## config.mk

```make
export PLATFORM = sky130hd
export DESIGN_NAME = input_capture_unit
export DESIGN_NICKNAME = d
export VERILOG_FILES = /design/src/rtl/input_capture_unit.sv
export SDC_FILE = /design/constraint.sdc
export NUM_CORES = 1
export LEC_CHECK = 0
export ABC_AREA = 0
export CORE_MARGIN = 10
export CORE_UTILIZATION = 43
export CTS_CLUSTER_DIAMETER = 40
export DETAILED_ROUTE_END_ITERATION = 12
export GPL_TIMING_DRIVEN = 0
export HOLD_SLACK_MARGIN = 0.03
export PLACE_DENSITY = 0.88
export SETUP_SLACK_MARGIN = 0.05
export SKIP_CTS_REPAIR_TIMING = 1
export SLEW_MARGIN = 30
export SYNTH_ARGS = -nofsm -noshare
export SYNTH_HDL_FRONTEND = slang
export SYNTH_SLANG_ARGS = --single-unit
```

## constraint.sdc

```tcl
create_clock -name i_sysclk -period 4.8 [get_ports i_sysclk]
set_input_delay 1.2 -clock i_sysclk [delete_from_list [all_inputs] [get_ports i_sysclk]]
set_output_delay 1.2 -clock i_sysclk [all_outputs]
set_load 0.01 [all_outputs]
```

## src/rtl/input_capture_unit.sv

```systemverilog
// Input-capture stage of the 16-bit timer/counter.
// Synchronises and digitally filters the external capture pin, detects the
// selected edge and latches the live counter value. It also tracks whether a
// captured value is still unread and flags overruns.
module input_capture_unit #(
    parameter int SYNC_STAGES = 2,
    parameter int FILT_LEN    = 4,
    parameter int DATA_W      = 16
) (
    input  logic              i_sysclk,
    input  logic              i_sysrst,
    input  logic              i_cap_en,
    input  logic              i_cap_clr,
    input  logic              i_cap_pin,
    input  logic [1:0]        i_edge_sel,
    input  logic [DATA_W-1:0] i_cnt_data,
    input  logic              i_cap_ack,
    output logic              o_cap_ic_flg,
    output logic [DATA_W-1:0] o_cap_cnt_data,
    output logic              o_cap_pend,
    output logic              o_cap_ovr
);

    // The extra bit keeps FILT_LEN=1 legal, where $clog2 would give 0 bits.
    localparam int CNT_W = $clog2(FILT_LEN) + 1;
    localparam logic [CNT_W-1:0] FILT_MAX = CNT_W'(FILT_LEN - 1);

    logic [SYNC_STAGES-1:0] sync_ff;
    logic                   sync_out;
    logic                   filt_lvl;
    logic [CNT_W-1:0]       filt_cnt;
    logic                   toggle;
    logic                   rise;
    logic                   fall;
    logic                   hit;

    assign sync_out = sync_ff[SYNC_STAGES-1];

    // Shift the asynchronous pin through the synchroniser chain every cycle.
    always_ff @(posedge i_sysclk) begin
        if (i_sysrst) begin
            sync_ff <= '0;
        end else begin
            sync_ff <= {sync_ff[SYNC_STAGES-2:0], i_cap_pin};
        end
    end

    // Accept a new pin level only after FILT_LEN consecutive differing samples.
    always_ff @(posedge i_sysclk) begin
        if (i_sysrst) begin
            filt_lvl <= 1'b0;
            filt_cnt <= '0;
        end else if (sync_out == filt_lvl) begin
            filt_cnt <= '0;
        end else if (filt_cnt == FILT_MAX) begin
            filt_lvl <= sync_out;
            filt_cnt <= '0;
        end else begin
            filt_cnt <= filt_cnt + 1'b1;
        end
    end

    // Qualify the filtered transition against enable, clear and edge select.
    always_comb begin
        toggle = (sync_out != filt_lvl) && (filt_cnt == FILT_MAX);
        rise   = toggle & sync_out;
        fall   = toggle & ~sync_out;
        hit    = i_cap_en & ~i_cap_clr &
                 ((i_edge_sel[0] & rise) | (i_edge_sel[1] & fall));
    end

    // Latch the counter on a hit and maintain the pending/overrun status.
    always_ff @(posedge i_sysclk) begin
        if (i_sysrst || i_cap_clr) begin
            o_cap_cnt_data <= '0;
            o_cap_ic_flg   <= 1'b0;
            o_cap_pend     <= 1'b0;
            o_cap_ovr      <= 1'b0;
        end else if (hit) begin
            o_cap_cnt_data <= i_cnt_data;
            o_cap_ic_flg   <= 1'b1;
            o_cap_pend     <= 1'b1;
            // An ack in the same cycle means the previous value was consumed.
            if (o_cap_pend && !i_cap_ack) begin
                o_cap_ovr <= 1'b1;
            end
        end else begin
            o_cap_ic_flg <= 1'b0;
            if (i_cap_ack) begin
                o_cap_pend <= 1'b0;
            end
        end
    end

endmodule

```

# [Word level (Yosys, flattened, before mapping)]
# Index checks and enable logic that the tools add are counted.
[op_classes] addsub=1 n_eq_ne=3 muxes=3 n_bitwise=10 n_reduce_logical=8
[ops] operator="1-bit AND" count=6
[ops] operator="2-bit AND reduction" count=2
[ops] operator="3-bit by 1-bit adder with 3-bit output, second input constant" count=1
[ops] operator="3-bit by 2-bit equality test with 1-bit output, second input constant" count=1
[ops] operator="1-bit 2-to-1 mux" count=3
[ops] operator="1-bit inverter" count=3
[ops] operator="3-bit OR reduction" count=1
[ops] operator="1-bit logical AND" count=2
[ops] operator="2-bit nonzero test" count=1
[ops] operator="1-bit equality test" count=1
[ops] operator="1-bit logical NOT" count=1
[ops] operator="1-bit logical OR" count=1
[ops] operator="1-bit != test" count=1
[ops] operator="1-bit OR" count=1
[totals] register_bits=25 input_bits=24 elab_cells=32

# [Longest topological paths before layout]
# Gate-level depths: netlist of the first run.
[logic_depth] word_depth=7 mapped_depth=7

# [Least setup slack after synthesis of the first run]
# Ideal clock, no wire load.
[synth_path] path_type="input to register" start="input i_edge_sel[0]" end="register o_cap_cnt_data[0]" setup_time_ps=119 arrival_ps=2159 t_required_ps=4681 slack_ps=2522 cell_stages=5 n_path_buf=2 cell_sequence="mux2i_1 or4_4 buf_6 buf_6 mux2i_1"
[synth_via] elab_chain_len=3
[synth_rtl] element="start, declared" line_no="15" source="input logic [1:0] i_edge_sel,"
[synth_rtl] element="1-bit AND" line_no="69" source="((i_edge_sel[0] & rise) | (i_edge_sel[1] & fall));"
[synth_rtl] element="1-bit OR" line_no="69"
[synth_rtl] element="1-bit AND" line_no="68" source="hit = i_cap_en & ~i_cap_clr &"
[synth_rtl] element="end signal, assigned" line_no="80" source="o_cap_cnt_data <= i_cnt_data;"
[synth_rtl] element="end, declared" line_no="19" source="output logic [DATA_W-1:0] o_cap_cnt_data,"
# Every way passes these cells.
# A chain may end at the register's enable or synchronous reset.

# [Final worst setup path of the first run]
[layout_path] start="input i_sysrst" end="register o_cap_cnt_data[1]"
[layout_via] elab_chain_len=1
[layout_rtl] element="start, declared" line_no="11" source="input logic i_sysrst,"
[layout_rtl] element="1-bit logical OR" line_no="74" source="if (i_sysrst || i_cap_clr) begin"
# Every way passes these cells.

==> flow_summary.json, run 1 <==
{
  "stdcell_area_um2": 1440,
  "synth_area_leaders": "dfxtp_1, mux2i_1, nand2_1, ha_1, buf_6",
  "crit_fanout": 10,
  "met1_length_um": 864,
  "viasPerCell": 4.90,
  "fin_setup_tns_ns": 0,
  "hold_viol_final": 0,
  "final.setup_skew_ns": 0.00271,
  "cts-root-buf": "clkbuf_4",
  "yosys_register_bits": 25,
  "num-nets-final": 172,
  "route.final.wire_length_mm": 2.42,
  "slowest_stage": "clkdlybuf4s50_1",
  "clock_period_minus_worst_slack_ns": 2.48,
  "core.rowCount": 17,
  "number_of_levels_the_h_tree_was_split_into": 1,
  "synth.top_cell.area_share_pct": 52.1,
  "die-width_um": 67.3,
  "dr.max_layer_used": "met4",
  "cells_after_synthesis": 99,
  "synthToLayoutAreaGrowth_pct": 50.3,
  "max_freq_ghz": 0.403,
  "synthDominantAreaCellType": "dfxtp_1",
  "timing.critical_path.slowest_cell_delay_ns": 0.53,
  "max-cap-violations": 0,
  "timing.final.crit_share_pct": 51.7,
  "detailedRoute.firstIterationViolations": 12,
  "final_antenna_net_count": 0,
  "met2WireLength_mm": 1.20,
  "worstSetupPathDepth": 5,
  "design.die.area_um2": 4530,
  "synth.net_count": 125,
  "synth_edf_count": 0,
  "layout-drive-gt1-share_pct": 5.52,
  "asyncSetResetFlopFracSynth_pct": 0,
  "grt_pass1_vias": 899,
  "num_antenna_cells": 0,
  "reg2reg_slack_ns": 3.00,
  "netlist_area_um2": 961,
  "rsz0062_at_grt": "no",
  "timing_worst_setup_path_type": "input port to register",
  "startpoint_type": "input port",
  "setup-violations-final": 0,
  "tritoncts": "yes",
  "worst-endpoint-arrival_ns": 2.74,
  "die_h_um": 67.3,
  "synthMostInstantiatedCell": "nand2_1",
  "power-per-cell-area_nw_per_um2": 230,
  "vias": 847,
  "detail_route.first_pass.iterations": 4,
  "final_util_pct": 66.6,
  "port-buffer-count": 42,
  "drt_drc_violations_left": 0,
  "critical_path.top_delay_family": "buffers and inverters",
  "critical_path_buf_inv_count": 2,
  "synth.yosys.seq_area_share_pct": 52.1,
  "grt_pass1_wl_mm": 4.05,
  "cts_buffers": 3,
  "grtUsageTotal_pct": 11.3,
  "initial_core_util_pct": 44.3,
  "antenna_found_initial": 0,
  "synth.top_cells.by_count": "nand2_1, dfxtp_1, mux2i_1, clkbuf_1, nor2_1",
  "globalRouteOverflowTotal": 0,
  "synth_ff_type": "dfxtp_1",
  "post_drt_wl_per_cell_um": 14.0,
  "min_path_type": "register to register",
  "synth-warning-count": 0,
  "drv_slew": 0,
  "detailroute.wirelength.met3_um": 338,
  "min_delay_path_depth": 1,
  "core_region_area_um2": 2170,
  "rr_worst_depth": 7,
  "ir_drop_mv": 0.213,
  "path_cells": "clkdlybuf4s50_1 -> nor2_1 -> clkbuf_1 -> nand2_1 -> mux2i_1",
  "syn_avg_cell_area_um2": 9.71,
  "run_status": "finished, final reports clean",
  "total_power_uw": 332,
  "place_area_um2": 1420,
  "synthDistinctLibCells": 17,
  "cts_sinks": 25,
  "worst-endpoint-required_ns": 5.05,
  "p_leak_uw": 0.000616,
  "slew_headroom_pct": 70.8,
  "worst_slew_pin_slew_ns": 0.438,
  "worstSetupEndpointType": "register",
  "hpwl_mm": 2.01,
  "worstSkewPairLatency_ns": 0.32,
  "clk_pin_slew_worst_paths_ns": 0.13,
  "ios": 43,
  "routability_congestion": 0.633,
  "cts.path.max_buffers": 2,
  "grt_start_max_net_pins": 15
}
final timing paths:
path / start / to
max: i_sysrst / o_cap_cnt_data[1]
min: filt_cnt[0] / filt_cnt[0]
max reg2reg: filt_cnt[0] / o_cap_cnt_data[1]
min reg2reg: filt_cnt[0] / filt_cnt[0]
layer usage:
metal  up-vias  track usage [%]
met2        29             20.7
li1        419                -
met4         0             2.31
met3         2             7.11
met1       397             10.5
met5         -                0
metrics by stage:
step	cells	setup WS, ns	hold slack (ns)
floorplan	99	2.52	0.405
global placement	169	2.01	0.417
detailed placement	169	1.96	0.434
CTS	173	2.30	0.462
global route	173	2.13	0.468
finish	173	2.32	0.454
report_power, final:
part	switching (µW)	internal, µW	total (µW)
clock network	61.9	31.2	93.1
registers	0.587	209	209
logic	10.4	19.7	30.1
total	72.9	259	332
registers in the layout (all words and copies together) (netlist names):
register        count
o_cap_cnt_data     16
filt_cnt            3
sync_ff             2
filt_lvl            1
o_cap_ic_flg        1
o_cap_ovr           1
o_cap_pend          1
cell families (layout without fill, tap and decap cells):
| family | Yosys count | in the layout | share of synthesized area, % |
|---|---|---|---|
| simple gates | 45 | 45 | 20.4 |
| flops | 25 | 25 | 52.1 |
| mux | 18 | 18 | 18.7 |
| buf+inv | 6 | 52 | 3.91 |
| fa+ha+maj | 2 | 2 | 2.60 |
| compound gates | 2 | 2 | 1.30 |
| xor+xnor | 1 | 1 | 0.912 |
layout make-up:
cell class | count | area [µm²]
Clock inverter | 1 | 5.00
Multi-Input combinational cell | 68 | 423
Sequential cell | 25 | 500
Fill cell | 197 | 726
Tap cell | 28 | 35.0
Buffer | 5 | 33.8
Timing Repair Buffer | 42 | 420
Clock buffer | 3 | 22.5
Inverter | 1 | 3.75
placed cells by master (no fill, tap or decap):
master,netlist,final
a21oi_1,1,1
buf_6,2,2
clkbuf_1,3,3
clkbuf_4,0,3
clkdlybuf4s50_1,0,42
clkinv_2,0,1
dfxtp_1,25,25
ha_1,2,2
inv_1,1,1
mux2i_1,18,18
nand2_1,34,34
nand2b_1,1,1
nor2_1,3,3
nor2b_1,2,2
nor4_1,2,2
nor4b_1,1,1
o31ai_1,1,1
or2_2,1,1
or4_4,1,1
xnor2_1,1,1
Note: power is estimated with default switching activity, not from simulation.
==> run 2: changes to the inputs <==
CORE_UTILIZATION = 40   (was 43)
PLACE_DENSITY = 0.83   (was 0.88)
clock period = 2.3 ns   (was 4.8 ns; I/O delays follow)
==> run 2 against run 1 <==
  * Total power increased by 110%
  * Flip-flop and latch count did not move
  * Critical path depth is the same
  * Die area is 5.3% higher
  * Combinational power is 110% higher
  * Final area barely moved
  * Clock power grew 100%
  * First-iteration DRC count is 100% higher
  * Clock skew decreased by 0.0012 ns
  * Register-to-register slack worse by 2.5 ns
  * Setup slack worse by 1.9 ns
  * Final cell count stayed put
  * Critical endpoint is now o_cap_cnt_data[12]
  * Highest routed layer unchanged
==> flow_summary.json, run 2 (same netlist as run 1, synthesis figures left out) <==
{
  "cts_buffers": 3,
  "grt_pass1_wl_mm": 3.88,
  "final-seq-area_um2": 500,
  "max-cap-violations": 0,
  "worstSetupPathDepth": 5,
  "area_taken_by_multi_input_logic_gates_um2": 423,
  "largest_registers": "o_cap_cnt_data x16, filt_cnt x3, sync_ff x2",
  "worstSetupEndpointType": "register",
  "critPathLaunch": "i_sysrst",
  "die_h_um": 69.0,
  "hold_viol_final": 0,
  "layout-drive-gt1-share_pct": 4.83,
  "drv_slew": 0,
  "layout.cells.most_common": "clkdlybuf4s50_1",
  "number_of_levels_the_h_tree_was_split_into": 1,
  "synthToLayoutAreaGrowth_pct": 50.1,
  "cts-root-buf": "clkbuf_4",
  "detail_route.first_pass.iterations": 5,
  "min_path_type": "register to register",
  "num-fill-cells": 190,
  "detailedRoute.firstIterationViolations": 24,
  "clk_pin_slew_worst_paths_ns": 0.13,
  "cts_sinks": 25,
  "crit_fanout": 10,
  "mostFrequentLayoutCells": "clkdlybuf4s50_1, nand2_1, dfxtp_1",
  "timing.critical_path.slowest_cell_delay_ns": 0.53,
  "routability_congestion": 0.670,
  "num_antenna_cells": 0,
  "path_cells": "clkdlybuf4s50_1 -> nor2_1 -> clkbuf_1 -> nand2_1 -> mux2i_1",
  "max_flop_register": "o_cap_cnt_data",
  "total_power_uw": 687,
  "worst_r2r_startpoint": "filt_cnt[0]",
  "post_drt_wl_per_cell_um": 13.7,
  "core_region_area_um2": 2250,
  "tritoncts": "yes",
  "slew_headroom_pct": 70.4,
  "final_util_pct": 64.0,
  "ir_drop_mv": 0.310,
  "rsz0062_at_grt": "no",
  "globalRouteOverflowTotal": 0,
  "power-per-cell-area_nw_per_um2": 476,
  "max_freq_ghz": 0.527,
  "slowest_stage": "clkdlybuf4s50_1",
  "vias": 796,
  "num-nets-final": 172,
  "worst_slew_pin_slew_ns": 0.444,
  "route.final.wire_length_mm": 2.36,
  "grtUsageTotal_pct": 9.63,
  "worst-endpoint-arrival_ns": 2.14,
  "reg2reg_slack_ns": 0.51,
  "final_antenna_net_count": 0,
  "r2r_end": "o_cap_cnt_data[4]",
  "fin_setup_tns_ns": 0,
  "setup-violations-final": 0,
  "initial_core_util_pct": 42.6,
  "rr_worst_depth": 7,
  "final.setup_skew_ns": 0.00155,
  "grt_pass1_vias": 810,
  "critical_path.top_delay_family": "buffers and inverters",
  "grt_start_max_net_pins": 14,
  "worst-endpoint-required_ns": 2.54,
  "drt_drc_violations_left": 0,
  "run_status": "finished, final reports clean",
  "hpwl_mm": 1.87,
  "ios": 43,
  "startpoint_type": "input port",
  "timing_worst_setup_path_type": "input port to register",
  "die-width_um": 69.0,
  "crit_path_end": "o_cap_cnt_data[12]",
  "largest_register_ffs": 16,
  "clock_period_minus_worst_slack_ns": 1.90,
  "timing.final.crit_share_pct": 82.6,
  "min_from": "filt_cnt[0]",
  "antenna_found_initial": 0,
  "cts.path.max_buffers": 2,
  "design.die.area_um2": 4760,
  "viasPerCell": 4.60,
  "core.rowCount": 17,
  "critical_path_buf_inv_count": 2,
  "worstSkewPairLatency_ns": 0.31,
  "port-buffer-count": 42,
  "p_leak_uw": 0.000613
}
## run 2: cell types whose count changed in the layout (fill, tap and decap cells not counted), sizes merged
| cell | delta |
|---|---|
| clkbuf | +1 |
| clkinv | -1 |
## run 2: worst min path at each step
stage / cells after the start / endpoint
global placement: 1 / filt_cnt[0]
global route: 1 / sync_ff[1]
detailed placement: 1 / filt_cnt[0]
CTS: 1 / filt_cnt[0]
finish: 1 / filt_cnt[0]
floorplan: 1 / filt_cnt[0]
## run 2: power breakdown
| group | internal (µW) | total (µW) | switching (µW) | leakage [µW] |
|---|---|---|---|---|
| Sequential | 435 | 436 | 1.20 | 0.000202 |
| Clock | 67.7 | 189 | 121 | 0.0000150 |
| Combinational | 41.0 | 62.1 | 21.0 | 0.000396 |
## run 2: through the flow
step	cell area [µm²]	hold WS (ns)	std cells	setup WS [ns]
finish	1440	0.442	173	0.401
global route	1440	0.463	173	0.287
CTS	1440	0.446	173	0.412
detailed placement	1420	0.428	169	0.103
global placement	1420	0.417	169	0.128
floorplan	961	0.405	99	0.636
## run 2: metal layers
| metal | vias to the layer above | GRT usage (%) | wire length (µm) |
|---|---|---|---|
| li1 | 421 | - | - |
| met1 | 355 | 10.3 | 1040 |
| met2 | 18 | 17.2 | 1220 |
| met3 | 2 | 1.71 | 74 |
| met4 | 0 | 5.32 | 27 |
| met5 | - | 0 | 0 |
## run 2: final cells by class
| class | instances | area share (%) |
|---|---|---|
| buffer | 5 | 2.34 |
| inverter | 1 | 0.260 |
| clock buffer | 4 | 1.82 |
| timing repair buffer | 42 | 29.1 |
| multi-input combinational | 68 | 29.3 |
| tap | 28 | 2.43 |
| sequential | 25 | 34.7 |
